[config.mk]
export PLATFORM = sky130hd
export DESIGN_NAME = sfp_norm_flat
export DESIGN_NICKNAME = d
export VERILOG_FILES = /design/src/rtl/sfp_pkg.sv /design/src/rtl/sfp_norm_if.sv /design/src/rtl/sfp_div_seq.sv /design/src/rtl/sfp_norm.sv /design/src/flat_wrapper.sv
export SDC_FILE = /design/constraint.sdc
export NUM_CORES = 1
export LEC_CHECK = 0
export BUFFER_PORTS_ARGS = -buffer_cell sky130_fd_sc_hd__buf_4
export CAP_MARGIN = 20
export CORE_UTILIZATION = 45
export DETAILED_ROUTE_END_ITERATION = 10
export GPL_TIMING_DRIVEN = 0
export PLACE_DENSITY = 0.67
export SYNTH_ARGS = -nofsm -noshare
export SYNTH_HDL_FRONTEND = slang
export SYNTH_SLANG_ARGS = --single-unit
[constraint.sdc]
create_clock -name clk -period 9.38 [get_ports clk]
set_input_delay 0.938 -clock clk [delete_from_list [all_inputs] [get_ports clk]]
set_output_delay 0.938 -clock clk [all_outputs]
set_load 0.01 [all_outputs]
[src/rtl/sfp_pkg.sv]
// Shared types and default sizing for the psum-row normalizer (sfp_norm).
// Optional divider is enabled by defining SFP_NORM_DIV_EN.
package sfp_pkg;

    typedef enum logic [1:0] {
        IDLE = 2'd0,
        SUM  = 2'd1,
        DIV  = 2'd2,
        DONE = 2'd3
    } state_t;

    localparam int COL_DEF     = 8;
    localparam int BW_PSUM_DEF = 20;
    localparam int FRAC_DEF    = 8;

    // Four guard bits hold the sum of up to 16 full-scale magnitudes.
    function automatic int sum_width(input int bw_psum);
        return bw_psum + 4;
    endfunction

    function automatic int quo_width(input int frac);
        return frac + 1;
    endfunction

    localparam int SUM_W_DEF = BW_PSUM_DEF + 4;
    localparam int QUO_W_DEF = FRAC_DEF + 1;

endpackage

[src/rtl/sfp_norm_if.sv]
// Row-in / result-out handshake bundle for sfp_norm (SFP_NORM_DIV_EN selects the divider build).
interface sfp_norm_if #(
    parameter int col     = sfp_pkg::COL_DEF,
    parameter int bw_psum = sfp_pkg::BW_PSUM_DEF
);
    import sfp_pkg::*;

    localparam int sw = sum_width(bw_psum);

    logic [bw_psum*col-1:0] in;
    logic                   in_valid;
    logic                   in_ready;
    logic [bw_psum*col-1:0] out;
    logic [sw-1:0]          sum_out;
    logic                   out_valid;
    logic                   out_ready;

    modport master (
        output in, in_valid, out_ready,
        input  in_ready, out, sum_out, out_valid
    );

    modport slave (
        input  in, in_valid, out_ready,
        output in_ready, out, sum_out, out_valid
    );

endinterface

[src/rtl/sfp_div_seq.sv]
// Restoring divider, one quotient bit per cycle, MSB first; the start cycle already
// performs the first step so a full quotient takes exactly frac+1 cycles.
module sfp_div_seq
    import sfp_pkg::*;
#(
    parameter int dw   = BW_PSUM_DEF,
    parameter int frac = FRAC_DEF
) (
    input  logic          clk,
    input  logic          reset,
    input  logic          start,
    input  logic [dw-1:0] dividend,
    input  logic [dw+3:0] divisor,
    output logic          busy,
    output logic          done,
    output logic [frac:0] quotient
);
    localparam int sw = sum_width(dw);
    localparam int qw = quo_width(frac);
    localparam int rw = sw + 1;
    localparam int cw = (qw > 1) ? $clog2(qw) : 1;

    logic [rw-1:0] rem_q;
    logic [rw-1:0] rem_cur;
    logic [rw-1:0] rem_sub;
    logic [qw-1:0] quo_q;
    logic [cw-1:0] cnt_q;
    logic [cw-1:0] cnt_cur;
    logic          active;
    logic          bit_cur;

    // The remainder stays below 2*divisor, so one extra bit over the sum width suffices.
    always_comb begin
        active   = start | busy;
        rem_cur  = start ? rw'(dividend) : rem_q;
        cnt_cur  = start ? '0 : cnt_q;
        bit_cur  = (divisor != '0) && (rem_cur >= rw'(divisor));
        rem_sub  = bit_cur ? (rem_cur - rw'(divisor)) : rem_cur;
        done     = active && (cnt_cur == cw'(qw - 1));
        quotient = {quo_q[qw-2:0], bit_cur};
    end

    always_ff @(posedge clk) begin
        if (reset) begin
            busy  <= 1'b0;
            cnt_q <= '0;
            rem_q <= '0;
            quo_q <= '0;
        end else if (active) begin
            rem_q <= rem_sub << 1;
            quo_q <= quotient;
            if (done) begin
                busy  <= 1'b0;
                cnt_q <= '0;
            end else begin
                busy  <= 1'b1;
                cnt_q <= cnt_cur + 1'b1;
            end
        end
    end

endmodule

[src/rtl/sfp_norm.sv]
// Normalizes a psum row: lane magnitudes, their sum, and (with SFP_NORM_DIV_EN defined)
// each magnitude divided by the sum as an unsigned fixed-point fraction.
module sfp_norm
    import sfp_pkg::*;
#(
    parameter int col     = COL_DEF,
    parameter int bw_psum = BW_PSUM_DEF,
    parameter int frac    = FRAC_DEF
) (
    input  logic      clk,
    input  logic      reset,
    sfp_norm_if.slave bus
);
    localparam int sw = sum_width(bw_psum);
    localparam int qw = quo_width(frac);
    localparam int lw = (col > 1) ? $clog2(col) : 1;

    state_t                 state;
    logic [bw_psum-1:0]     row      [col];
    logic [bw_psum-1:0]     mag_next [col];
    logic [sw-1:0]          sum_next;
    logic [bw_psum*col-1:0] out_next;

    // Most-negative input maps to 2^(bw_psum-1), which still fits unsigned.
    function automatic logic [bw_psum-1:0] abs_lane(input logic [bw_psum-1:0] x);
        return x[bw_psum-1] ? ('0 - x) : x;
    endfunction

    // NOTE: blocking assignments in always_comb so sum_next accumulates within one pass.
    always_comb begin
        sum_next = '0;
        for (int i = 0; i < col; i++) begin
            mag_next[i] = abs_lane(row[i]);
            sum_next    = sum_next + sw'(mag_next[i]);
        end
    end

`ifdef SFP_NORM_DIV_EN
    logic [bw_psum-1:0] mag [col];
    logic [qw-1:0]      res [col];
    logic [lw-1:0]      lane;
    logic               div_start;
    logic               div_busy;
    logic               div_done;
    logic [qw-1:0]      quo;

    assign div_start = (state == DIV) && !div_busy;

    sfp_div_seq #(
        .dw   (bw_psum),
        .frac (frac)
    ) u_div (
        .clk      (clk),
        .reset    (reset),
        .start    (div_start),
        .dividend (mag[lane]),
        .divisor  (bus.sum_out),
        .busy     (div_busy),
        .done     (div_done),
        .quotient (quo)
    );

    // The last lane's quotient goes straight to out so DONE starts on the final step.
    always_comb begin
        out_next = '0;
        for (int i = 0; i < col; i++)
            out_next[bw_psum*i +: bw_psum] = (i == col - 1) ? bw_psum'(quo) : bw_psum'(res[i]);
    end
`else
    always_comb begin
        out_next = '0;
        for (int i = 0; i < col; i++)
            out_next[bw_psum*i +: bw_psum] = mag_next[i];
    end
`endif

    // NOTE: row/mag/res are not reset; each is rewritten before anything reads it.
    always_ff @(posedge clk) begin
        if (state == IDLE && bus.in_valid)
            for (int i = 0; i < col; i++)
                row[i] <= bus.in[bw_psum*i +: bw_psum];
`ifdef SFP_NORM_DIV_EN
        if (state == SUM)
            for (int i = 0; i < col; i++)
                mag[i] <= mag_next[i];
        if (state == DIV && div_done)
            res[lane] <= quo;
`endif
    end

    always_ff @(posedge clk) begin
        if (reset) begin
            state         <= IDLE;
            bus.in_ready  <= 1'b1;
            bus.out_valid <= 1'b0;
            bus.out       <= '0;
            bus.sum_out   <= '0;
`ifdef SFP_NORM_DIV_EN
            lane          <= '0;
`endif
        end else begin
            unique case (state)
                IDLE: begin
                    if (bus.in_valid) begin
                        state        <= SUM;
                        bus.in_ready <= 1'b0;
                    end
                end
                SUM: begin
                    bus.sum_out <= sum_next;
`ifdef SFP_NORM_DIV_EN
                    state       <= DIV;
                    lane        <= '0;
`else
                    state         <= DONE;
                    bus.out       <= out_next;
                    bus.out_valid <= 1'b1;
`endif
                end
`ifdef SFP_NORM_DIV_EN
                DIV: begin
                    if (div_done) begin
                        if (lane == lw'(col - 1)) begin
                            state         <= DONE;
                            bus.out       <= out_next;
                            bus.out_valid <= 1'b1;
                        end else begin
                            lane <= lane + 1'b1;
                        end
                    end
                end
`endif
                DONE: begin
                    if (bus.out_ready) begin
                        state         <= IDLE;
                        bus.out_valid <= 1'b0;
                        bus.in_ready  <= 1'b1;
                    end
                end
                default: state <= IDLE;
            endcase
        end
    end

endmodule

[src/flat_wrapper.sv]
// flat-port wrapper written by rule: the top's interface ports become plain ports
module sfp_norm_flat import sfp_pkg::*;
#(
    parameter int col     = COL_DEF,
    parameter int bw_psum = BW_PSUM_DEF,
    parameter int frac    = FRAC_DEF
)
  (clk, reset, bus_in, bus_in_valid, bus_out_ready, bus_in_ready, bus_out, bus_sum_out, bus_out_valid);
  sfp_norm_if #(.col(col), .bw_psum(bw_psum)) bus_i ();
  input  logic clk;
  input  logic reset;
  input wire logic [$bits(bus_i.in)-1:0] bus_in;
  input wire logic [$bits(bus_i.in_valid)-1:0] bus_in_valid;
  input wire logic [$bits(bus_i.out_ready)-1:0] bus_out_ready;
  output wire logic [$bits(bus_i.in_ready)-1:0] bus_in_ready;
  output wire logic [$bits(bus_i.out)-1:0] bus_out;
  output wire logic [$bits(bus_i.sum_out)-1:0] bus_sum_out;
  output wire logic [$bits(bus_i.out_valid)-1:0] bus_out_valid;
  assign bus_i.in = bus_in;
  assign bus_i.in_valid = bus_in_valid;
  assign bus_i.out_ready = bus_out_ready;
  assign bus_in_ready = bus_i.in_ready;
  assign bus_out = bus_i.out;
  assign bus_sum_out = bus_i.sum_out;
  assign bus_out_valid = bus_i.out_valid;
  sfp_norm #(.col(col), .bw_psum(bw_psum), .frac(frac)) u_core (.clk(clk), .reset(reset), .bus(bus_i));
endmodule
# [After elaboration in Yosys (flattened, before gate mapping)]
# Memories as Yosys holds them, arrays and structs flattened.
# Cells that the tools add are included.
[totals] register_bits=188 ramBits=160 out_inout_bits=186 elab_cells=50 n_memories=1
[memory_table] memory="u_core.row" depth=8 width=20 rd=8 rd_clocked_by_memory_dff=0 wr=8 line_no="sfp_norm.sv:19" source="logic [bw_psum-1:0] row [col];"
[classes] addsub=15 eq_ne=4 n_mux=18 reduce_logical=7
[ops] cell="2-to-1 mux 20 bit" n=8
[ops] cell="subtractor 1 x 20 -> 20 bit, first input constant" n=8
[ops] cell="adder 24 x 20 -> 24 bit" n=6
[ops] cell="adder 20 x 20 -> 21 bit" n=1
[ops] cell="one-hot mux 2 bit (3 select lines)" n=1
[ops] cell="2-to-1 mux 1 bit" n=5
[ops] cell="2-to-1 mux 2 bit" n=2
[ops] cell="inequality test 2 bit, second input constant" n=2
[ops] cell="one-hot mux 1 bit (2 select lines)" n=2
[ops] cell="AND reduction 2 bit" n=2
[ops] cell="nonzero test 2 bit" n=2
[ops] cell="AND reduction 3 bit" n=1
[ops] cell="== test 2 x 1 -> 1 bit, second input constant" n=1
[ops] cell="== test 2 bit, second input constant" n=1
[ops] cell="logical NOT 2 bit" n=1
[ops] cell="logical AND 1 bit" n=1

# [Logic depth before layout (Yosys ltp)]
# An unclocked memory read counts as a cell.
[logic_depth] ltp_word=10 depth_mapped=30

# [Worst setup path after synthesis]
# OpenSTA, ideal clock, no wires.
[synth_timing] kind="input port to flip-flop" startpoint="input bus_in_valid" endpoint="memory u_core.row[0][0] (netlist bit), enable pin" arrival_time_ns=7.645 required_ns=8.699 slack_ns=1.054 cell_stages=2 path_cell_list="nand2b_1 nor2_1"
[synth_lines] item="start: declaration" line_no="flat_wrapper.sv:13" source="input wire logic [$bits(bus_i.in_valid)-1:0] bus_in_valid;"
[synth_lines] item="end: declaration" line_no="sfp_norm.sv:19"

==> summary.txt <==
STA
  – Final hold vios: 0
  – Final Cycle Share: 86.36%
  – Post-Route Skew: between 20 and 30 ps
  – Slew @ Worst Pin: around 1200 ps
  – Rel. slew slack: roughly 22%
  – Post-layout min period: roughly 8100 ps
  – RSZ-0062 raised after global routing: false
  – Final setup margin: 1279 ps
  – Fmax achieved: approximately 120 MHz
  – Setup-failing EPs final: 0
  – Max Slew Vio Count: 0
  – Setup TNS Final: 0 ps

Placed design
  – # placed instances: 2776
  – Placement Setup Slack: 1483 ps
  – Number of buffers added on ports: approximately 350
  – Detailed Place HPWL: 54300 um
  – RePlAce Congestion: 0.9465
  – Dpl cell area: roughly 22000 um^2

Yosys
  – Post-Synthesis Cell Area: ~19000 um^2
  – Most common cell in the netlist: nor2_1
  – Async SR Flop Fraction: 0%
  – Post-Syn Instances: 1889
  – Syn Nets: roughly 2200
  – Main synth FF type: dfxtp_1
  – Number of synthesized flops with an enable pin: 160
  – Seq cells post-synth: around 350
  – Area contributors post-synth: edfxtp_1 (25%), dfxtp_1 (20%), fa_1 (10%), xnor2_1 (5.3%), nor2_1 (5.1%)
  – Sequential fraction of the synthesis area: 45.38%
  – Syn. warnings: 0
  – Top post-synthesis cells by count: nor2_1 (256), dfxtp_1 (188), edfxtp_1 (160), inv_1 (156), nand2_1 (122)
  – Post-synth top area cell: edfxtp_1
  – Syn_area_per_cell: between 9 and 10 um^2
  – Synth cell types: between 60 and 70
  – Yosys top cell area share: about a quarter

GRT
  – Vias in the first global route: roughly 15000
  – Remaining Overflow, GRT: 0
  – Overall Global Routing Usage: between 30% and 40%
  – Initial antenna violation count: 1
  – First-pass GRT wire length: approximately 96000 um
  – Pin count of the biggest net entering global routing: 36

Run
  – Max_cap viols: 0

CTS
  – PostCTS Resize Cnt: 0
  – Clk_lat worst skew: between 500 and 600 ps
  – Hold Buf Count CTS: 0
  – CTS H-tree lvls: 2
  – Clk sinks: ~350
  – Inserted Clock Buffers: 40
  – Post-CTS setup buffers: 0
  – CTS tree: yes
  – Worst-path clk slew: roughly 60 ps
  – Maximum clock insertion buffer count: 3
  – CTS root buf: clkbuf_16

Power and ir drop
  – Int Pwr: between 0.005 and 0.006 W
  – Psw: 0.004883 W
  – Switching share of power: about half
  – Sequential power share: between 10% and 20%
  – Clk pwr share: 15.2%
  – Leak: around 10 nW
  – Worst VDD drop: 0.4249 mV
  – Logic gate share of total power: between 60% and 70%
  – PwrDens: around 420 nW/um^2

Worst setup path
  – WP data required: roughly 9900 ps
  – Startpoint types: flop
  – Reg2Reg Depth: 26
  – Reg-to-reg setup timing slack: between 1000 and 1500 ps
  – Max FO, Critical Path: 10
  – Setup CP Type: flop to flop
  – Nature of the critical path endpoint: flop
  – Worst Path Arrival: around 8600 ps

Floorplan
  – Die Ht: 206.8 um
  – Core footprint: 41110 um^2
  – Die X-Extent: ~210 um
  – Starting Density: 45.92%
  – Site Rows: 74
  – Num ports: 350
  – Overall die area: between 40000 and 50000 um^2

Routing
  – Via density per instance: around 5.5
  – Initial detailed-routing violation count: around 1400
  – Total Routed Length: ~67000 um
  – DR pass1 iterations: 11
  – WL/cell: 23.41 um
  – # DRC: 3
  – Routed Antenna Nets: 0
  – Via count: approximately 16000

Cells and area
  – Fin nets: approximately 2600
  – Post-Layout Cell Count: roughly 2900
  – Fillcell total: 3633
  – Design Area, Final: about 24000 um^2
  – Layout cells sized above 1: a little under a fifth
  – Syn-to-layout area delta: 24.64%
  – Ant diodes: 0

Status
  – Status: finished with violations
  – Failing checks: design-rule violations

Min path
  – Hold Crit Class: flop to flop
  – Hold Path Stages: 2
-- sequential cells by signal, indices dropped and copies added (netlist names) --
signal / flops
u_core.bus.out: 160
u_core.bus.in_ready: 1
u_core.row: 160
u_core.state: 2
u_core.bus.sum_out: 24
u_core.bus.out_valid: 1
-- metrics by stage --
| step | hold WS, ps | total power [W] | util, % |
|---|---|---|---|
| floorplan | 476.1 | 0.006317 | - |
| global placement | 445.9 | 0.008232 | 53.90 |
| detailed placement | 451.5 | 0.008270 | 54.23 |
| CTS | 461.5 | 0.009793 | 57.24 |
| global route | 478.2 | 0.01068 | 57.24 |
| finish | 459.0 | 0.009891 | 57.24 |
-- final timing paths --
| check | from | end |
|---|---|---|
| worst max-delay path | u_core.row[0][19]$_DFFE_PP_ | u_core.bus.sum_out[22]$_SDFFE_PP0P_ |
| worst min-delay path | u_core.bus.out[20]$_SDFFE_PP0P_ | u_core.bus.out[20]$_SDFFE_PP0P_ |
| worst max register to register | u_core.row[0][19]$_DFFE_PP_ | u_core.bus.sum_out[22]$_SDFFE_PP0P_ |
| worst min register to register | u_core.bus.out[20]$_SDFFE_PP0P_ | u_core.bus.out[20]$_SDFFE_PP0P_ |
-- layer usage --
| metal | global-route usage [%] | routed length, um |
|---|---|---|
| met5 | 0 | 0 |
| met3 | 4.176 | 4411 |
| met1 | 42.27 | 28850 |
| met4 | 8.577 | 1590 |
| met2 | 52.15 | 31870 |
-- critical path, cell delays in order, from the launching register on --
cell,delay [ps]
edfxtp_1,330
clkbuf_1,380
clkbuf_1,480
mux2i_1,630
fa_1,340
nor2b_1,70
o31ai_1,360
a21oi_1,220
o21ai_0,440
nand2_1,150
o311ai_0,590
fa_1,290
inv_1,60
fa_1,500
inv_1,60
fa_1,520
inv_1,50
fa_1,500
inv_1,40
ha_1,270
clkbuf_1,370
nand2_1,80
o21ai_0,510
nand3_1,150
a21oi_1,370
a211o_1,170
nand3_1,60
-- power by group through the flow --
| stage | Clock (W) | Combinational, W | Sequential [W] |
|---|---|---|---|
| after CTS | 0.00152 | 0.00639 | 0.00189 |
| after global placement | 0 | 0.00630 | 0.00194 |
| after floorplan | 0 | 0.00438 | 0.00193 |
| after detailed placement | 0 | 0.00635 | 0.00192 |
| after global routing | 0.00158 | 0.00719 | 0.00190 |
| final | 0.00150 | 0.00650 | 0.00189 |
-- layout by cell type, fill, tap and decap left out, types with 5 or more instances in the layout --
cell	n
clkbuf_16	40
dfxtp_1	188
a211o_1	5
inv_1	156
a211oi_1	38
o211a_1	24
nand2_1	122
o31ai_1	41
clkinv_2	6
and3_1	7
ha_1	56
nand3_1	34
buf_4	348
o41ai_1	18
buf_12	5
or4_1	12
nand4_1	9
edfxtp_1	160
nor3_1	103
buf_1	5
xnor2_1	115
o311ai_0	5
a21oi_1	70
nor2b_1	5
nor4_1	10
nor2_1	255
a21o_1	10
clkbuf_1	88
mux2i_1	5
fa_1	99
xor2_1	40
nand2b_1	44
o21ai_0	86
or3_1	23
-- final cells by class --
cell class	count	area [um^2]	share of cell area, %
multi-input cells	1306	9437	40.10
flip-flops and latches	348	8568	36.41
repair buffers	355	2743	11.66
clock buffers	56	1081	4.594
well taps	532	665.6	2.829
inverters	156	585.6	2.488
plain buffers	79	296.5	1.260
clock inverters	18	155.1	0.6593
-- kinds of logic after synthesis --
| group | after synthesis | synth area share [%] |
|---|---|---|
| compound gates | 338 | 12.08 |
| simple gates | 652 | 16.14 |
| xor+xnor | 155 | 7.191 |
| fa+ha+maj | 155 | 14.21 |
| mux | 6 | 0.3247 |
| buf+inv | 235 | 4.672 |
| flops | 348 | 45.38 |
Power figures use the tool's default switching activity.
